[src/rtl/gpio_irq_ctrl.sv]
// rtl/gpio_irq_ctrl.sv - GPIO edge/level interrupt controller with strobe/ack register port
// Optional LEVEL register (0x14) and level-sensitive pins enabled by GPIO_IRQ_LEVEL_EN.
module gpio_irq_ctrl #(
    parameter int N = 16
) (
    input  logic         clk,
    input  logic         rstz,
    input  logic [N-1:0] gpio_read,
    input  logic [4:0]   bus_addr,
    input  logic [31:0]  bus_wdata,
    input  logic         bus_we,
    input  logic         bus_stb,
    output logic [31:0]  bus_rdata,
    output logic         bus_ack,
    output logic         irq
);

    localparam logic [2:0] W_DATA    = 3'd0;
    localparam logic [2:0] W_RISE_EN = 3'd1;
    localparam logic [2:0] W_FALL_EN = 3'd2;
    localparam logic [2:0] W_PENDING = 3'd3;
    localparam logic [2:0] W_MASK    = 3'd4;
    localparam logic [2:0] W_LEVEL   = 3'd5;

    logic [N-1:0] rise_en;
    logic [N-1:0] fall_en;
    logic [N-1:0] pending;
    logic [N-1:0] mask;
    logic [N-1:0] prev;
    logic [N-1:0] rise;
    logic [N-1:0] fall;
    logic [N-1:0] set_bits;
    logic [N-1:0] clr_bits;
    logic         armed;
    logic         accept;
    logic         wr;
    logic [2:0]   word;
    logic [31:0]  rd_mux;

    // Byte-lane bits and write data above N are deliberately ignored.
    logic unused_bits;
    assign unused_bits = ^{bus_addr[1:0], bus_wdata};

    function automatic logic [31:0] zext(input logic [N-1:0] v);
        logic [31:0] r;
        r = '0;
        r[N-1:0] = v;
        return r;
    endfunction

    assign accept = bus_stb & ~bus_ack;
    assign wr     = accept & bus_we;
    assign word   = bus_addr[4:2];

    // armed masks the first cycle after reset, when prev is not yet a real sample.
    assign rise = {N{armed}} & gpio_read & ~prev;
    assign fall = {N{armed}} & ~gpio_read & prev;

`ifdef GPIO_IRQ_LEVEL_EN
    logic [N-1:0] level;

    assign set_bits = (~level & ((rise & rise_en) | (fall & fall_en)))
                    | (level & {N{armed}} & gpio_read & rise_en);
`else
    assign set_bits = (rise & rise_en) | (fall & fall_en);
`endif

    assign clr_bits = (wr && word == W_PENDING) ? bus_wdata[N-1:0] : '0;

    always_comb begin
        rd_mux = '0;
        case (word)
            W_DATA:    rd_mux = zext(gpio_read);
            W_RISE_EN: rd_mux = zext(rise_en);
            W_FALL_EN: rd_mux = zext(fall_en);
            W_PENDING: rd_mux = zext(pending);
            W_MASK:    rd_mux = zext(mask);
`ifdef GPIO_IRQ_LEVEL_EN
            W_LEVEL:   rd_mux = zext(level);
`endif
            default:   rd_mux = '0;
        endcase
    end

    always_ff @(posedge clk or negedge rstz) begin
        if (!rstz) begin
            prev    <= '0;
            armed   <= 1'b0;
            pending <= '0;
            irq     <= 1'b0;
        end else begin
            prev    <= gpio_read;
            armed   <= 1'b1;
            // Set is ORed in after the clear so a same-cycle edge survives W1C.
            pending <= (pending & ~clr_bits) | set_bits;
            irq     <= |(pending & ~mask);
        end
    end

    always_ff @(posedge clk or negedge rstz) begin
        if (!rstz) begin
            rise_en   <= '0;
            fall_en   <= '0;
            mask      <= '1;
            bus_ack   <= 1'b0;
            bus_rdata <= '0;
        end else begin
            bus_ack <= accept;
            if (accept && !bus_we) begin
                bus_rdata <= rd_mux;
            end
            if (wr) begin
                case (word)
                    W_RISE_EN: rise_en <= bus_wdata[N-1:0];
                    W_FALL_EN: fall_en <= bus_wdata[N-1:0];
                    W_MASK:    mask    <= bus_wdata[N-1:0];
                    default:   ;
                endcase
            end
        end
    end

`ifdef GPIO_IRQ_LEVEL_EN
    always_ff @(posedge clk or negedge rstz) begin
        if (!rstz) begin
            level <= '0;
        end else if (wr && word == W_LEVEL) begin
            level <= bus_wdata[N-1:0];
        end
    end
`endif

endmodule

[config.mk]
export PLATFORM = sky130hd
export DESIGN_NAME = gpio_irq_ctrl
export DESIGN_NICKNAME = d
export VERILOG_FILES = /design/src/rtl/gpio_irq_ctrl.sv
export SDC_FILE = /design/constraint.sdc
export NUM_CORES = 1
export LEC_CHECK = 0
export ABC_CLOCK_PERIOD_IN_PS = 2000
export BUFFER_PORTS_ARGS = -buffer_cell sky130_fd_sc_hd__buf_2
export CAP_MARGIN = 40
export CORE_MARGIN = 5
export CORE_UTILIZATION = 30
export DETAILED_ROUTE_END_ITERATION = 6
export SLEW_MARGIN = 40
export SYNTH_ARGS = -nofsm -noshare
export SYNTH_HDL_FRONTEND = slang
export SYNTH_SLANG_ARGS = --single-unit
[constraint.sdc]
create_clock -name clk -period 2 [get_ports clk]
set_input_delay 0.3 -clock clk [delete_from_list [all_inputs] [get_ports clk]]
set_output_delay 0.3 -clock clk [all_outputs]
set_load 0.02 [all_outputs]
# Word-level counts from Yosys, hierarchy flattened
# Index checks and enable logic that the tools add are counted.
totals:
  latch_bits: 0
  rom_bits: 0
  n_memories: 0
  ram_bits: 0
  in_bits: 57
  reg_bits: 115
  word_cells: 40
op_classes:
  div: 0
  n_shift: 0
  addsub: 0
  bitwise_logic: 17
  muxes: 2
  magnitude_cmp: 0
  reduce_logical: 8
  multipliers: 0
  eq_ne: 4
op_table:
  columns: ["op", "n"]
  rows:
  - ["16-bit bitwise AND", 8]
  - ["16-bit one-hot mux with 5 select lines", 1]
  - ["16-bit NOT", 4]
  - ["16-bit OR", 2]
  - ["16-bit two-way mux", 1]
  - ["16-bit OR reduction", 1]
  - ["3-bit by 2-bit == test with 1-bit output (second input constant)", 2]
  - ["2-bit AND reduction", 3]
  - ["3-bit by 1-bit == test with 1-bit output (second input constant)", 1]
  - ["3-bit == test (second input constant)", 1]
  - ["3-bit zero test", 1]
  - ["1-bit bitwise AND", 2]
  - ["1-bit logical AND", 2]
  - ["1-bit zero test", 1]
  - ["1-bit NOT", 1]

# Depth between registers and ports, before layout
depth:
  ltp_word: 8
  ltp_mapped: 6
  ltp_nobuf: 4

# Worst setup path before layout
# No wires, ideal clock.
synth_path:
  kind: "register to register"
  startpoint: "register bus_ack"
  endpoint: "register pending[7]"
  setup_time_ns: 0.121
  arrival_ns: 1.443
  path_slack_ns: 0.436
  period_less_slack_ns: 1.564
  stages_incl_launch_ff: 7
  cell_sequence: "dfrtp_1 and4bb_4 and3_1 buf_6 buf_12 nand2_1 a22o_1"
synth_via:
  elab_chain_cells: 8
synth_rtl:
  columns: ["element", "line", "text"]
  rows:
  - ["start, declared", "14", "output logic bus_ack,"]
  - ["start signal, assigned", "108", "bus_ack <= accept;"]
  - ["1-bit NOT", "51", "assign accept = bus_stb & ~bus_ack;"]
  - ["1-bit bitwise AND", "51", null]
  - ["1-bit bitwise AND", "52", "assign wr = accept & bus_we;"]
  - ["1-bit logical AND", "68", "assign clr_bits = (wr && word == W_PENDING) ? bus_wdata[N-1:0] : '0;"]
  - ["16-bit two-way mux", "68", null]
  - ["16-bit NOT", "95", "pending <= (pending & ~clr_bits) | set_bits;"]
  - ["16-bit bitwise AND", "95", null]
  - ["16-bit OR", "95", null]
  - ["end signal, assigned", "95", null]
  - ["end, declared", "27", "logic [N-1:0] pending;"]
# No other way between the ends.
# A chain may end at the register's enable or synchronous reset.

# Worst setup path in the final report
layout_path:
  startpoint: "register bus_ack"
  endpoint: "register rise_en[7]"
layout_via:
  elab_chain_cells: 4
layout_rtl:
  columns: ["element", "line", "text"]
  rows:
  - ["1-bit NOT", "51", null]
  - ["1-bit bitwise AND", "51", null]
  - ["1-bit bitwise AND", "52", null]
  - ["2-bit AND reduction (no source line)", null, null]
  - ["end signal, assigned", "114", "W_RISE_EN: rise_en <= bus_wdata[N-1:0];"]
  - ["end, declared", "25", "logic [N-1:0] rise_en;"]
# No other way between the ends.

==> flow_metrics.py <==
metrics = {
    "grt": {
        "antenna_found_initial": 1,
        "grt_use_total": 0.142,
        "grt_pass1_vias": 3686,
        "grt_pass1_wl_um": 20300,
        "grt_max_degree": 40,
        "overflow": 0,
    },
    "power_and_ir_drop": {
        "vdd_drop_max_mv": 0.563,
        "power_density_nw_per_um2": 1020,
        "total_power_w": 0.00568,
        "p_leak_nw": 2.50,
    },
    "critical_path": {
        "crit_start": "bus_ack",
        "crit_type": "flop to flop",
        "worstReg2RegStart": "bus_ack",
        "crit_arrival_ns": 1.87,
        "rr_worst_depth": 3,
        "required_ns": 2.23,
        "crit_fanout": 16,
        "cp-end-kind": "flop",
        "reg2reg_slack_ns": 0.37,
        "start_kind": "flop",
    },
    "cells_and_area": {
        "n_fill_cell": 1597,
        "final_util": 0.355,
        "diodes": 0,
        "fin_nets": 503,
        "seq_area_um2": 2500,
        "area.growth.synth_to_final_pct": 16.5,
        "instances_no_fill": 667,
        "multi_input_area_um2": 2020,
        "drive_gt1_frac": 0.377,
    },
    "synthesis": {
        "synth_top_area_frac": 0.432,
        "ys_seq_area_frac": 0.520,
        "synth.most_common_cell": "dfrtp_1",
        "syn_area_um2": 4800,
        "synth_ff_type": "dfrtp_1",
        "synth_edf_count": 0,
        "ys_ff_latch": 99,
        "synthDistinctLibCells": 35,
        "synthCells": 386,
        "synth.largest_area_cell": "dfrtp_1",
        "yosysWarnings": 0,
        "yosys-top-cells-area": "dfrtp_1 43%, mux2_2 11%, dfstp_2 8.8%",
        "avgSynthCellArea_um2": 12.4,
        "async_flop_share": 1.00,
        "synthTopCellsByCount": "83 x dfrtp_1, 45 x mux2_2, 32 x nand2_1, 30 x a22oi_1",
    },
    "clocking": {
        "root_buffer": "clkbuf_16",
        "htree_levels": 3,
        "clkSlewWorstSetupHoldPaths_ns": 0.06,
        "numCtsBuffers": 9,
        "clock-sinks": 99,
        "clk_path_buf_depth": 2,
        "clkLatencyLatePin_ns": 0.34,
        "cts_tree": "built",
    },
    "route": {
        "drtIter0Drc": 284,
        "first_pass_iters": 5,
        "wl_per_cell_um": 18.5,
        "dr_total_vias": 3339,
        "antenna_left": 0,
        "routed_wl_um": 12400,
        "drcViolationCount": 0,
        "routed_via_density": 5.01,
    },
    "sta": {
        "finalCritPeriodShare": 0.817,
        "finalHoldViolations": 0,
        "timing.fmax_mhz": 612,
        "slew_viol_final": 0,
        "fin_setup_tns_ns": 0,
        "grt_setup_unrepaired": "no",
        "worstMarginPinSlew_ns": 0.742,
        "relSlewSlack": 0.505,
        "skew_ns": 0.00446,
        "setup_violations": 0,
        "period_needed_ns": 1.63,
    },
    "placement": {
        "port-buffer-count": 56,
        "post-dp-hpwl_um": 8570,
        "placedCellCount": 650,
        "gp_congestion": 0.812,
    },
    "min_path": {
        "hold_start": "gpio_read[7]",
        "min_path_cells": 1,
        "hold_path.class": "input port to flop",
    },
    "floorplanning": {
        "die_h_um": 137,
        "core_area_um2": 15800,
        "initial_utilization": 0.305,
        "die_w_um": 137,
        "die-area_um2": 18600,
        "ios": 91,
        "row_count": 46,
    },
    "status": {
        "status": "complete, no violations",
    },
    "run": {
        "maxCapViolations": 0,
    },
}
==> critical path, stage by stage, from the launching register on <==
cell and delay, ns:
dfrtp_1 0.39, and4bb_4 0.39, nand3b_4 0.32, mux2_4 0.41
==> power breakdown <==
group          leakage [nW]  internal (W)  switching, W
Sequential             1.13       0.00247      0.000328
Combinational          1.23      0.000613      0.000535
Clock                 0.139       0.00100      0.000734
Total                  2.50       0.00408       0.00160
==> per-stage QoR <==
stage / cell area, um^2 / worst slack, ns / hold slack, ns
floorplan: 4860 / 0.436 / 0.00441
global placement: 5290 / 0.225 / 0.230
detailed placement: 5290 / 0.208 / 0.234
CTS: 5590 / 0.361 / 0.0850
global route: 5590 / 0.317 / 0.0878
finish: 5590 / 0.366 / 0.0974
==> layer usage <==
layer / up-vias / GRT usage / part of all wire
met5: - / 0 / 0.0011
met4: 2 / 0.0325 / 0.013
met3: 13 / 0.0408 / 0.055
met2: 106 / 0.223 / 0.47
met1: 1704 / 0.196 / 0.46
li1: 1514 / - / -
==> cell type report <==
class                      instances  share of cell area
timing repair buffer              71              0.0801
multi-input combinational        248               0.361
inverter                          17              0.0114
clock buffer                      12              0.0441
tap                              216              0.0483
sequential                        99               0.446
clock inverter                     4             0.00895
==> cells by family (layout without fill, tap and decap cells) <==
logic type             after synthesis  count (layout)  synth area share
DFF                                 99              99             0.520
and+or+nand+nor                     63              63            0.0828
AOI/OAI and AO/OA                  104             104             0.160
muxes                               64              64             0.164
other                                2              17           0.00156
buffers and inverters               54             104            0.0716
==> final timing paths <==
check	to
worst max-delay path	rise_en[7]
worst min-delay path	prev[7]
worst max register to register	rise_en[7]
worst min register to register	bus_rdata[6]
max in group asynchronous	mask[8]
min in group asynchronous	bus_rdata[1]
==> cells in the final DEF, fill, tap and decap left out, types with 2 or more instances in the layout <==
cell type and n:
a21oi_1 3, a221oi_1 4, a22o_1 16, a22oi_1 30, buf_12 4, buf_2 55, buf_4 11, clkbuf_1 2
clkbuf_16 9, clkinvlp_4 2, conb_1 17, dfrtp_1 83, dfstp_2 16, inv_1 17, mux2_2 45, mux2_4 18
nand2_1 32, nand3b_1 18, nand3b_4 2, o21a_1 15, o21ai_0 17, o221ai_1 15, o22ai_1 4
==> registers in the layout, summed over array words and instances, names as in the netlist <==
name / flops
bus_ack: 1
pending: 16
rise_en: 16
mask: 16
armed: 1
fall_en: 16
irq: 1
prev: 16
bus_rdata: 16
==> what timing repair did <==
item,CTS,global route
setup endpoints to repair,0,0
endpoints found under the hold margin,20,0
hold buffers,1,0
gates resized for setup,0,0
buffers inserted,0,0
Note: power is estimated with default switching activity, not from simulation.
